$ cat src/rtl/rst_seq_if.sv
// Purpose: control/status bundle between a reset sequencer and its clock domain.
// Latency: wiring only; the sequencer registers everything it drives.
// Backpressure: none; ch_ready is a per-channel level acknowledge.
interface rst_seq_if #(
  parameter int unsigned NUM_CH = 4
);
  localparam int unsigned CH_W = (NUM_CH > 1) ? $clog2(NUM_CH) : 1;

  // Domain -> sequencer
  logic              rst_req;
  logic              locked;
  logic [NUM_CH-1:0] ch_ready;

  // Sequencer -> domain
  logic [NUM_CH-1:0] rst_out;
  logic              seq_done;
  logic              err;
  logic [CH_W-1:0]   err_ch;

  // Environment side: drives requests/acks, observes resets and status
  modport master (
    output rst_req,
    output locked,
    output ch_ready,
    input  rst_out,
    input  seq_done,
    input  err,
    input  err_ch
  );

  // Sequencer side
  modport slave (
    input  rst_req,
    input  locked,
    input  ch_ready,
    output rst_out,
    output seq_done,
    output err,
    output err_ch
  );
endinterface

$ cat src/rtl/rst_seq.sv
// Purpose: multi-channel reset sequencer; holds resets through a lock-qualified pulse, then releases channels in index order.
// Latency: all outputs registered; channel 0 releases PULSE_LEN cycles after continuous lock begins.
// Backpressure: each release waits on ch_ready[k] (unless masked), with timeout, error flag and full retry.
module rst_seq #(
  parameter int unsigned       NUM_CH     = 4,
  parameter int unsigned       PULSE_LEN  = 16,
  parameter int unsigned       STAGGER    = 8,
  parameter int unsigned       TIMEOUT    = 1024,
  parameter logic [NUM_CH-1:0] READY_MASK = {NUM_CH{1'b1}}
) (
  input  logic     clk,
  input  logic     rst,
  rst_seq_if.slave bus
);

  localparam int unsigned CH_W    = (NUM_CH > 1) ? $clog2(NUM_CH) : 1;
  localparam int unsigned MAX_A   = (PULSE_LEN > STAGGER) ? PULSE_LEN : STAGGER;
  localparam int unsigned MAX_CNT = (MAX_A > TIMEOUT) ? MAX_A : TIMEOUT;
  localparam int unsigned CNT_W   = $clog2(MAX_CNT + 1);

  // Terminal counts. The timeout compares against TIMEOUT-2 because the
  // release cycle itself counts as the first cycle of waiting, so the
  // retry fires TIMEOUT cycles after rst_out[k] falls.
  localparam logic [CNT_W-1:0] PULSE_LAST   = CNT_W'(PULSE_LEN - 1);
  localparam logic [CNT_W-1:0] GAP_LAST     = CNT_W'(STAGGER - 1);
  localparam logic [CNT_W-1:0] TIMEOUT_LAST = CNT_W'(TIMEOUT - 2);
  localparam logic [CH_W-1:0]  LAST_CH      = CH_W'(NUM_CH - 1);

  typedef enum logic [2:0] {
    S_ASSERT   = 3'd0,
    S_RELEASE  = 3'd1,
    S_WAIT_RDY = 3'd2,
    S_GAP      = 3'd3,
    S_DONE     = 3'd4
  } state_t;

  state_t            state_q,    state_d;
  logic [CNT_W-1:0]  cnt_q,      cnt_d;
  logic [CH_W-1:0]   k_q,        k_d;
  logic [NUM_CH-1:0] rst_out_q,  rst_out_d;
  logic              seq_done_q, seq_done_d;
  logic              err_q,      err_d;
  logic [CH_W-1:0]   err_ch_q,   err_ch_d;

  logic              abort;
  logic              need_rdy;
  logic              ready_k;
  logic [CH_W-1:0]   k_inc;
  logic [NUM_CH-1:0] next_bit;

  // Soft request or lock loss restarts the whole sequence.
  assign abort    = bus.rst_req | ~bus.locked;
  // Only the channel currently being released is looked at; masked
  // channels count as ready immediately.
  assign need_rdy = READY_MASK[k_q];
  assign ready_k  = ~need_rdy | bus.ch_ready[k_q];
  assign k_inc    = k_q + CH_W'(1);
  assign next_bit = NUM_CH'(1) << k_inc;

  // Next-state and next-output computation for the sequencing FSM.
  always_comb begin
    state_d    = state_q;
    cnt_d      = cnt_q;
    k_d        = k_q;
    rst_out_d  = rst_out_q;
    seq_done_d = seq_done_q;
    err_d      = err_q;
    err_ch_d   = err_ch_q;

    if (state_q != S_ASSERT && abort) begin
      // Abort outranks timeout and ready; err/err_ch are left alone.
      state_d    = S_ASSERT;
      cnt_d      = '0;
      k_d        = '0;
      rst_out_d  = '1;
      seq_done_d = 1'b0;
    end else begin
      case (state_q)
        S_ASSERT: begin
          rst_out_d  = '1;
          seq_done_d = 1'b0;
          if (abort) begin
            // Lock must be continuous and no request pending.
            cnt_d = '0;
          end else if (cnt_q == PULSE_LAST) begin
            // Clear bit 0 together with the state change so rst_out[0]
            // is already low in the RELEASE cycle.
            state_d   = S_RELEASE;
            cnt_d     = '0;
            k_d       = '0;
            rst_out_d = ~NUM_CH'(1);
          end else begin
            cnt_d = cnt_q + CNT_W'(1);
          end
        end

        S_RELEASE: begin
          state_d = S_WAIT_RDY;
          cnt_d   = '0;
        end

        S_WAIT_RDY: begin
          if (need_rdy && cnt_q == TIMEOUT_LAST) begin
            // Timeout wins over a ready arriving on the same cycle.
            state_d   = S_ASSERT;
            cnt_d     = '0;
            k_d       = '0;
            rst_out_d = '1;
            err_d     = 1'b1;
            err_ch_d  = k_q;
          end else if (ready_k) begin
            cnt_d = '0;
            if (k_q == LAST_CH) begin
              state_d    = S_DONE;
              seq_done_d = 1'b1;
            end else begin
              state_d = S_GAP;
            end
          end else begin
            cnt_d = cnt_q + CNT_W'(1);
          end
        end

        S_GAP: begin
          // ch_ready is deliberately not looked at here.
          if (cnt_q == GAP_LAST) begin
            state_d   = S_RELEASE;
            cnt_d     = '0;
            k_d       = k_inc;
            rst_out_d = rst_out_q & ~next_bit;
          end else begin
            cnt_d = cnt_q + CNT_W'(1);
          end
        end

        S_DONE: begin
          rst_out_d  = '0;
          seq_done_d = 1'b1;
        end

        default: begin
          state_d    = S_ASSERT;
          cnt_d      = '0;
          k_d        = '0;
          rst_out_d  = '1;
          seq_done_d = 1'b0;
        end
      endcase
    end
  end

  // State and registered outputs; rst returns everything to power-on values.
  always_ff @(posedge clk) begin
    if (rst) begin
      state_q    <= S_ASSERT;
      cnt_q      <= '0;
      k_q        <= '0;
      rst_out_q  <= '1;
      seq_done_q <= 1'b0;
      err_q      <= 1'b0;
      err_ch_q   <= '0;
    end else begin
      state_q    <= state_d;
      cnt_q      <= cnt_d;
      k_q        <= k_d;
      rst_out_q  <= rst_out_d;
      seq_done_q <= seq_done_d;
      err_q      <= err_d;
      err_ch_q   <= err_ch_d;
    end
  end

  assign bus.rst_out  = rst_out_q;
  assign bus.seq_done = seq_done_q;
  assign bus.err      = err_q;
  assign bus.err_ch   = err_ch_q;

endmodule

$ cat src/flat_wrapper.sv
// flat-port wrapper written by rule: the top's interface ports become plain ports
module rst_seq_flat 
#(
  parameter int unsigned       NUM_CH     = 4,
  parameter int unsigned       PULSE_LEN  = 16,
  parameter int unsigned       STAGGER    = 8,
  parameter int unsigned       TIMEOUT    = 1024,
  parameter logic [NUM_CH-1:0] READY_MASK = {NUM_CH{1'b1}}
)
  (clk, rst, bus_rst_req, bus_locked, bus_ch_ready, bus_rst_out, bus_seq_done, bus_err, bus_err_ch);
  rst_seq_if #(.NUM_CH(NUM_CH)) bus_i ();
  input  logic clk;
  input  logic rst;
  input wire logic [$bits(bus_i.rst_req)-1:0] bus_rst_req;
  input wire logic [$bits(bus_i.locked)-1:0] bus_locked;
  input wire logic [$bits(bus_i.ch_ready)-1:0] bus_ch_ready;
  output wire logic [$bits(bus_i.rst_out)-1:0] bus_rst_out;
  output wire logic [$bits(bus_i.seq_done)-1:0] bus_seq_done;
  output wire logic [$bits(bus_i.err)-1:0] bus_err;
  output wire logic [$bits(bus_i.err_ch)-1:0] bus_err_ch;
  assign bus_i.rst_req = bus_rst_req;
  assign bus_i.locked = bus_locked;
  assign bus_i.ch_ready = bus_ch_ready;
  assign bus_rst_out = bus_i.rst_out;
  assign bus_seq_done = bus_i.seq_done;
  assign bus_err = bus_i.err;
  assign bus_err_ch = bus_i.err_ch;
  rst_seq #(.NUM_CH(NUM_CH), .PULSE_LEN(PULSE_LEN), .STAGGER(STAGGER), .TIMEOUT(TIMEOUT), .READY_MASK(READY_MASK)) u_core (.clk(clk), .rst(rst), .bus(bus_i));
endmodule
$ cat config.mk
export PLATFORM = sky130hd
export DESIGN_NAME = rst_seq_flat
export DESIGN_NICKNAME = d
export VERILOG_FILES = /design/src/rtl/rst_seq_if.sv /design/src/rtl/rst_seq.sv /design/src/flat_wrapper.sv
export SDC_FILE = /design/constraint.sdc
export NUM_CORES = 1
export LEC_CHECK = 0
export ABC_CLOCK_PERIOD_IN_PS = 4600
export BUFFER_PORTS_ARGS = -buffer_cell sky130_fd_sc_hd__buf_4
export CORE_UTILIZATION = 30
export CTS_CLUSTER_DIAMETER = 100
export DETAILED_ROUTE_END_ITERATION = 7
export GPL_ROUTABILITY_DRIVEN = 1
export PLACE_DENSITY_LB_ADDON = 0.08
export SKIP_LAST_GASP = 1
export SLEW_MARGIN = 20
export SYNTH_ARGS = -nofsm -noshare
export SYNTH_HDL_FRONTEND = slang
export SYNTH_SLANG_ARGS = --single-unit
$ cat constraint.sdc
create_clock -name clk -period 4.6 [get_ports clk]
set_clock_uncertainty 0.2 [all_clocks]
set_input_delay 0.46 -clock clk [delete_from_list [all_inputs] [get_ports clk]]
set_output_delay 0.46 -clock clk [all_outputs]
set_load 0.005 [all_outputs]
==> results of run 1 <==
## area by class of cell
type	count	area (sq um)
Clock buffer	3	41.29
Sequential cell	24	480.5
Fill cell	456	2582
Clock inverter	1	30.03
Multi-Input combinational cell	122	815.8
Inverter	5	18.77
Tap cell	50	62.56
Timing Repair Buffer	15	112.6
## state kept, by name, indices dropped and copies added (netlist names)
signal and cells:
u_core.bus.err_ch 2, u_core.bus.err 1, u_core.k_q 2, u_core.cnt_q 11, u_core.bus.rst_out 4, u_core.state_q 3, u_core.bus.seq_done 1
## kinds of logic (layout without fill, tap and decap cells)
logic type | count (synthesis) | in the layout | synth area share
DFF | 24 | 24 | 0.3602
and+or+nand+nor | 74 | 74 | 0.3058
muxes | 3 | 3 | 0.03189
xor gates and xnor gates | 7 | 7 | 0.04597
buffers and inverters | 9 | 24 | 0.02815
AOI/OAI and AO/OA | 31 | 31 | 0.1623
adders and majority gates | 7 | 7 | 0.06566
## metal layers
metal | track usage | part of all wire | routed length [microns]
met1 | 0.1942 | 0.50 | 1539
met3 | 0.02138 | 0.044 | 138
met2 | 0.2475 | 0.46 | 1413
met5 | 0 | 0 | 0
met4 | 0.03125 | 0.0042 | 13
## through the flow
stage / instance area [sq um] / worst slack [ns] / hold slack [ns]
detailed placement: 1490 / 2.344 / 0.2473
floorplan: 1334 / 2.591 / 0.2360
finish: 1562 / 2.346 / 0.1734
CTS: 1562 / 2.328 / 0.1751
global route: 1562 / 2.207 / 0.1829
global placement: 1490 / 2.350 / 0.2398
## worst paths after layout
path / startpoint / endpoint / slack, ns / depth (start not counted)
worst min-delay path: rst / u_core.bus.err_ch[1]$_SDFFE_PP0P_ / 0.17 / 2
worst max-delay path: u_core.cnt_q[0]$_SDFFE_PP0N_ / u_core.k_q[1]$_SDFFE_PP0P_ / 2.35 / 6
worst max register to register: u_core.cnt_q[0]$_SDFFE_PP0N_ / u_core.k_q[1]$_SDFFE_PP0P_ / 2.35 / 6
worst min register to register: u_core.bus.err$_SDFFE_PP0P_ / u_core.bus.err$_SDFFE_PP0P_ / 0.26 / 2
## synthesized netlist by cell type (3+ instances only)
| library cell | number |
|---|---|
| and4_1 | 4 |
| o21ai_0 | 9 |
| dfxtp_1 | 24 |
| clkbuf_1 | 3 |
| nor2b_1 | 3 |
| nand3_1 | 4 |
| ha_1 | 7 |
| inv_1 | 5 |
| nand4_1 | 4 |
| a21oi_1 | 7 |
| and3_1 | 3 |
| nor3_1 | 7 |
| nand2b_1 | 3 |
| nand2_1 | 13 |
| and2_1 | 3 |
| nor2_1 | 20 |
| xor2_1 | 5 |
## power by group through the flow
stage	combinational, mW	clock [mW]	sequential, mW
2_1_floorplan	0.00761	0	0.214
4_1_cts	0.0149	0.189	0.210
3_3_place_gp	0.0146	0	0.214
6_report	0.0149	0.185	0.209
5_1_grt	0.0167	0.200	0.210
3_5_place_dp	0.0148	0	0.214
==> impl_metrics.json, run 1 <==
{
  "status": "completed",
  "pwr-share-comb": 0.036,
  "cp_top_family": "simple AND/OR/NAND/NOR gates",
  "ys_ff_latch": 24,
  "critPathLaunchType": "flop",
  "holdBufCountCts": 0,
  "seq_power_share": 0.512,
  "crit_chain": "ha_1 > and3_1 > nand4_1 > o21a_1 > or4b_1 > a21oi_1",
  "cp_data_arrival_time_ns": 2.26,
  "min_path_type": "in -> reg",
  "netlist_instances": 155,
  "switching_share": 0.1887,
  "layout_commonest_cell": "dfxtp_1",
  "yosys_warnings": 0,
  "pin_count": 16,
  "finalCoreUtilization": 0.3768,
  "finalHoldViolCount": 0,
  "cp_num_buf_inv": 0,
  "gp_congestion": 0.8389,
  "wl_per_cell_microns": 14.11,
  "num_vias": 1147,
  "avgSynthCellArea_sq_um": 8.605,
  "clk_latency_ns": 0.27,
  "die_h_microns": 68.68,
  "hpwlAfterDp_microns": 2322,
  "drt_iter0_markers": 52,
  "syn_to_final_growth_pct": 17.07,
  "yosys-top-cells-area": "dfxtp_1 36%, ha_1 6.6%, nor2_1 5.6%",
  "synth_edf_count": 0,
  "criticalPathCategory": "reg -> reg",
  "grt_max_degree": 15,
  "core_sq_um": 4144,
  "numCtsBuffers": 3,
  "total_power_mw": 0.4095,
  "die_w_microns": 68.68,
  "critical_path.max_stage_delay_ns": 0.50,
  "start_util": 0.3219,
  "portBuffers": 15,
  "clkSinkCount": 24,
  "die_area_sq_um": 4716,
  "ctsResizeCount": 0,
  "p_sw_mw": 0.07725,
  "grt_pass1_wl_microns": 5064,
  "fin_crit_sh": 0.4901,
  "slew_headroom": 0.4698,
  "cap_violations": 0,
  "power.share.clock": 0.452,
  "root_buffer": "clkbuf_8",
  "synthArstFlopShare": 0,
  "crit_slowest_cell": "or4b_1",
  "synthesis.area_sq_um": 1334,
  "crit_required_ns": 4.60,
  "first_pass_iters": 4,
  "cts_max_path_buffers": 2,
  "drcViolationCount": 0,
  "n_antenna_cell": 0,
  "grt-ovfl-total": 0,
  "setup_tns_ns": 0,
  "rsz0062_at_grt": "no",
  "max_freq_mhz": 443.6,
  "htreeDepth": 1,
  "drt-vias-per-instance": 5.214,
  "maxSlewViolCount": 0,
  "cts_setup_buffers": 0,
  "ir_worst_vdd_mv": 0.09580,
  "grt_pass1_vias": 1088,
  "stdcell_count": 220,
  "crit_fanout": 6,
  "synth.yosys.seq_area_share": 0.3602,
  "synth_fp_nets": 170,
  "placedCellCount": 216,
  "drive_above_1_share": 0.1588,
  "yosysTopAreaCell": "dfxtp_1",
  "p_per_area_nw_per_um2": 262.2,
  "detail-route-antenna-nets": 0,
  "clk_pin_slew_ns": 0.09,
  "grt_usage": 0.1459,
  "finalCriticalPeriod_ns": 2.254,
  "routed_wl_microns": 3104,
  "final_cell_mix": "24 x dfxtp_1, 20 x nor2_1, 15 x buf_4",
  "synth_flop_cell": "dfxtp_1",
  "synth_top_area_share": 0.3602,
  "final_nets": 186,
  "cts_tree": "done",
  "synth_cell_types": 42,
  "tightest_slew_ns": 0.7937,
  "grt_antenna_before_repair": 0,
  "intPower_mw": 0.3322,
  "num_rows": 23,
  "p_leak_nw": 0.5952,
  "setup_violations": 0,
  "end_kind": "flop"
}
Power figures use the tool's default switching activity.
==> inputs of run 2 (changes only) <==
Settings changed: ABC_AREA from default to 1, ABC_CLOCK_PERIOD_IN_PS 4600 to 2100.
Clock period 4.6 ns to 2.1 ns, I/O delays scaled along.
==> run 2 against run 1 <==
Net effect: via count is 14% higher; fmax is 17% higher; first-iteration DRC count is 110% higher; core utilization is 0.83 points lower; critical endpoint is now u_core.cnt_q[6]$_SDFFE_PP0N_; die area is 10% higher; critical path depth is 2 higher; final area is 11% higher; hold slack worse by 0.058 ns; routed wire length is 11% higher; cell count is 33% higher; clock-buffer cell count is 1 higher.
==> impl_metrics.json, run 2 <==
{
  "drt-vias-per-instance": 4.473,
  "clk_latency_ns": 0.28,
  "drt_iter0_markers": 107,
  "synthesis.area_sq_um": 1471,
  "ys_ff_latch": 24,
  "drive_above_1_share": 0.2222,
  "n_antenna_cell": 0,
  "regArea_sq_um": 480.5,
  "slew_headroom": 0.7378,
  "p_per_area_nw_per_um2": 483.9,
  "grt-ovfl-total": 0,
  "htreeDepth": 1,
  "crit_fanout": 7,
  "multi_input_area_sq_um": 885.9,
  "top_register": "u_core.cnt_q",
  "finalCoreUtilization": 0.3685,
  "fin_crit_sh": 0.9141,
  "criticalPathCategory": "reg -> reg",
  "r2r_slack_ns": 0.18,
  "grt_antenna_before_repair": 0,
  "stdcell_count": 292,
  "finalHoldViolCount": 0,
  "start_util": 0.3115,
  "max_freq_mhz": 521.0,
  "final_cell_mix": "43 x nand2_1, 31 x nor2_1, 24 x dfxtp_1",
  "netlist_instances": 204,
  "setup_violations": 0,
  "tightest_slew_ns": 0.3903,
  "synth_edf_count": 0,
  "clk_pin_slew_ns": 0.10,
  "synth_top_area_share": 0.3265,
  "wl_per_cell_microns": 11.79,
  "cts_setup_buffers": 0,
  "setup_ws_ns": 0.1805,
  "place_ws_ns": 0.1963,
  "grt_pass1_wl_microns": 5768,
  "hpwlAfterDp_microns": 2600,
  "dpl-instance-area_sq_um": 1675,
  "synth_cell_types": 32,
  "layout_commonest_cell": "nand2_1",
  "fillers": 502,
  "gp_congestion": 0.7375,
  "pin_count": 16,
  "yosysTopAreaCell": "dfxtp_1",
  "largest_register_ffs": 11,
  "routed_wl_microns": 3443,
  "ctsResizeCount": 0,
  "die_w_microns": 72.04,
  "setup_tns_ns": 0,
  "critPathLaunchType": "flop",
  "placedCellCount": 287,
  "min_path_type": "in -> reg",
  "grt_max_degree": 14,
  "drcViolationCount": 0,
  "synth_fp_nets": 219,
  "synthArstFlopShare": 0,
  "synth.yosys.seq_area_share": 0.3265,
  "die_h_microns": 72.04,
  "crit_required_ns": 2.08,
  "worst_r2r_path_depth": 8,
  "yosys_warnings": 0,
  "synth_flop_cell": "dfxtp_1",
  "cap_violations": 0,
  "end_kind": "flop",
  "cts_tree": "done",
  "holdPathStages": 4,
  "num_rows": 25,
  "detail-route-antenna-nets": 0,
  "final_area_sq_um": 1740,
  "cp_data_arrival_time_ns": 1.90,
  "p_leak_nw": 0.7887,
  "syn_to_final_growth_pct": 18.28,
  "maxSlewViolCount": 0,
  "total_power_mw": 0.8422,
  "ir_worst_vdd_mv": 0.1848,
  "portBuffers": 15,
  "first_pass_iters": 4,
  "core_sq_um": 4723,
  "root_buffer": "clkbuf_8",
  "final_nets": 241,
  "synth_common_cells": "43 x nand2_1, 31 x nor2_1, 24 x dfxtp_1, 21 x inv_1, 14 x nand3_1",
  "grt_usage": 0.1455,
  "holdWs_ns": 0.1155,
  "yosys-top-cells-area": "dfxtp_1 33%, nand2_1 11%, nor2_1 7.9%",
  "avgSynthCellArea_sq_um": 7.213,
  "numCtsBuffers": 3,
  "clkSinkCount": 24,
  "die_area_sq_um": 5189,
  "rsz0062_at_grt": "no",
  "grt_pass1_vias": 1209,
  "yosysMostFrequentCell": "nand2_1",
  "finalCriticalPeriod_ns": 1.920,
  "holdBufCountCts": 1,
  "num_vias": 1306,
  "cts_max_path_buffers": 2,
  "status": "completed"
}
-- run 2: cell count changes in the layout (fill, tap and decap cells not counted), moves of 4 or more --
cell,previous run,this run
and4_1,4,0
nand3_2,0,4
nor2_1,20,31
xor2_1,5,1
o21ai_1,0,4
nand2_2,0,4
a21oi_2,0,4
nand2_1,13,43
inv_1,5,21
nand3_1,4,14
-- run 2: path summary, 6_finish.rpt --
| path | startpoint | to |
|---|---|---|
| setup / recovery | u_core.cnt_q[1]$_SDFFE_PP0N_ | u_core.cnt_q[6]$_SDFFE_PP0N_ |
| hold / removal | bus_rst_req | u_core.cnt_q[0]$_SDFFE_PP0N_ |
| hold reg to reg | u_core.bus.seq_done$_SDFFE_PP0P_ | u_core.bus.seq_done$_SDFFE_PP0P_ |
| setup reg to reg | u_core.cnt_q[1]$_SDFFE_PP0N_ | u_core.cnt_q[6]$_SDFFE_PP0N_ |
-- run 2: logic make-up (layout without fill, tap and decap cells) --
logic type                 count (synthesis)  in the layout  share of synthesized area
AOI/OAI and AO/OA                         33             33                     0.1446
adders and majority gates                  7              7                    0.05952
and+or+nand+nor                          112            112                     0.3861
DFF                                       24             24                     0.3265
xor gates and xnor gates                   2              2                    0.01191
buffers and inverters                     26             47                    0.07143
-- run 2: worst max-delay path: stages, from the launching register on --
cell and delay [ns]:
dfxtp_1 0.39, ha_1 0.23, nand3_1 0.18, nor2_1 0.21, nand2_1 0.07, nand3_1 0.12
nand3_2 0.15, nor2_4 0.20, nor2_1 0.07
-- run 2: cell type report --
cell class | count | share of cell area
multi-input combinational | 154 | 0.5090
sequential | 24 | 0.2761
timing repair buffer | 19 | 0.08339
tap | 67 | 0.04817
inverter | 24 | 0.05176
clock buffer | 4 | 0.03163
-- run 2: report_power, final --
| group | leakage [nW] | switching [mW] | total [mW] | internal [mW] |
|---|---|---|---|---|
| Combinational | 0.566 | 0.0262 | 0.0453 | 0.0191 |
| Clock | 0.0288 | 0.171 | 0.339 | 0.168 |
| Sequential | 0.194 | 0.00145 | 0.458 | 0.457 |
| Total | 0.789 | 0.198 | 0.842 | 0.644 |
-- run 2: layer usage --
| metal | GRT usage | vias up | wire length (microns) |
|---|---|---|---|
| met1 | 0.2058 | 577 | 1807 |
| met4 | 0.06536 | 0 | 61 |
| met3 | 0.02083 | 5 | 88 |
| met5 | 0 | - | 0 |
| li1 | - | 706 | - |
| met2 | 0.2191 | 18 | 1486 |
==> inputs of run 3 (changes only) <==
Settings changed: GPL_TIMING_DRIVEN from default to 0.
==> run 3 against run 2 <==
Net effect: critical path depth did not move; fmax rose by 3.1%; sequential cell count did not move; non-clock buffer count fell by 1; first-iteration DRC count fell by 44%; core utilization fell by 0.16 points; power fell by 1.0%; final area fell by 0.43%; critical path type unchanged; critical endpoint is now u_core.cnt_q[10]$_SDFFE_PP0N_; highest routed layer unchanged.
==> impl_metrics.json, run 3 (synthesis results as in run 2) <==
{
  "routed_wl_microns": 3326,
  "die_area_sq_um": 5189,
  "cts_tree": "done",
  "n_antenna_cell": 0,
  "end_kind": "flop",
  "core_sq_um": 4723,
  "grt_pass1_wl_microns": 5333,
  "die_h_microns": 72.04,
  "final_nets": 240,
  "ctsResizeCount": 0,
  "wl_per_cell_microns": 11.43,
  "slew_headroom": 0.6766,
  "crit_fanout": 7,
  "criticalPathCategory": "reg -> reg",
  "cp_data_arrival_time_ns": 1.83,
  "drive_above_1_share": 0.2143,
  "setup_ws_ns": 0.2384,
  "final_cell_mix": "43 x nand2_1, 31 x nor2_1, 24 x dfxtp_1",
  "hpwlAfterDp_microns": 2549,
  "min_path_type": "in -> reg",
  "place_ws_ns": 0.1829,
  "holdPathStages": 4,
  "cts_max_path_buffers": 2,
  "setup_tns_ns": 0,
  "htreeDepth": 1,
  "maxSlewViolCount": 0,
  "top_register": "u_core.cnt_q",
  "fin_crit_sh": 0.8865,
  "first_pass_iters": 4,
  "numCtsBuffers": 3,
  "clkSinkCount": 24,
  "p_per_area_nw_per_um2": 480.9,
  "drt-vias-per-instance": 4.426,
  "clk_latency_ns": 0.27,
  "total_power_mw": 0.8334,
  "status": "completed",
  "multi_input_area_sq_um": 885.9,
  "cts_setup_buffers": 0,
  "die_w_microns": 72.04,
  "pin_count": 16,
  "gp_congestion": 0.7992,
  "detail-route-antenna-nets": 0,
  "syn_to_final_growth_pct": 17.77,
  "cap_violations": 0,
  "finalHoldViolCount": 0,
  "regArea_sq_um": 480.5,
  "grt_pass1_vias": 1109,
  "grt_antenna_before_repair": 0,
  "ir_worst_vdd_mv": 0.3114,
  "p_leak_nw": 0.7815,
  "drt_iter0_markers": 60,
  "finalCriticalPeriod_ns": 1.862,
  "tightest_slew_ns": 0.4851,
  "setup_violations": 0,
  "layout_commonest_cell": "nand2_1",
  "portBuffers": 15,
  "start_util": 0.3115,
  "drcViolationCount": 0,
  "max_freq_mhz": 537.2,
  "fillers": 520,
  "num_rows": 25,
  "crit_required_ns": 2.07,
  "grt_max_degree": 14,
  "num_vias": 1288,
  "worst_r2r_path_depth": 8,
  "clk_pin_slew_ns": 0.09,
  "root_buffer": "clkbuf_8",
  "rsz0062_at_grt": "no",
  "grt_usage": 0.1333,
  "grt-ovfl-total": 0,
  "largest_register_ffs": 11,
  "r2r_slack_ns": 0.24,
  "critPathLaunchType": "flop"
}
## run 3: timing repair
item / 4_1_cts / 5_1_grt
setup endpoints to repair: 0 / 0
hold buffers: 1 / 0
endpoints found under the hold margin: 3 / 0
## run 3: metrics by stage
step | cells | hold slack (ns) | utilization | area [sq um]
after detailed placement | 286 | 0.2335 | 0.3531 | 1668
after global routing | 291 | 0.1206 | 0.3669 | 1733
final | 291 | 0.1099 | 0.3669 | 1733
after global placement | 286 | 0.2271 | 0.3531 | 1668
after floorplan | 204 | 0.08238 | - | 1471
after CTS | 291 | 0.1132 | 0.3669 | 1733
## run 3: metal layers
layer  GRT usage  part of all wire  vias to the layer above
met5           0                 0                        -
met4     0.02614            0.0063                        0
met3     0.03056             0.035                        2
met2      0.1960              0.43                       18
met1      0.1983              0.53                      564
li1            -                 -                      704
## run 3: power by group
part           internal [mW]  switching, mW
Combinational         0.0197         0.0254
Clock                  0.168          0.162
Sequential             0.456        0.00154
## run 3: worst max-delay path, cell delays in order, from the launching register on
cell     delay (ns)
dfxtp_1        0.38
ha_1           0.22
nand3_1        0.17
nor2_1         0.19
nand2_1        0.06
nand3_1        0.11
nand3_2        0.15
nor2_4         0.21
nor2_1         0.07
## run 3: area by class of cell
type	count	area share
tap	67	0.04838
inverter	24	0.05199
timing repair buffer	16	0.07076
sequential	24	0.2773
multi-input combinational	154	0.5112
buffer	2	0.008664
clock buffer	4	0.03177
## run 3: final timing paths
kind,start,end
setup / recovery,u_core.cnt_q[1]$_SDFFE_PP0N_,u_core.cnt_q[10]$_SDFFE_PP0N_
hold / removal,bus_rst_req,u_core.cnt_q[0]$_SDFFE_PP0N_
setup reg to reg,u_core.cnt_q[1]$_SDFFE_PP0N_,u_core.cnt_q[10]$_SDFFE_PP0N_
hold reg to reg,u_core.bus.rst_out[3]$_SDFFE_PP1P_,u_core.bus.rst_out[3]$_SDFFE_PP1P_
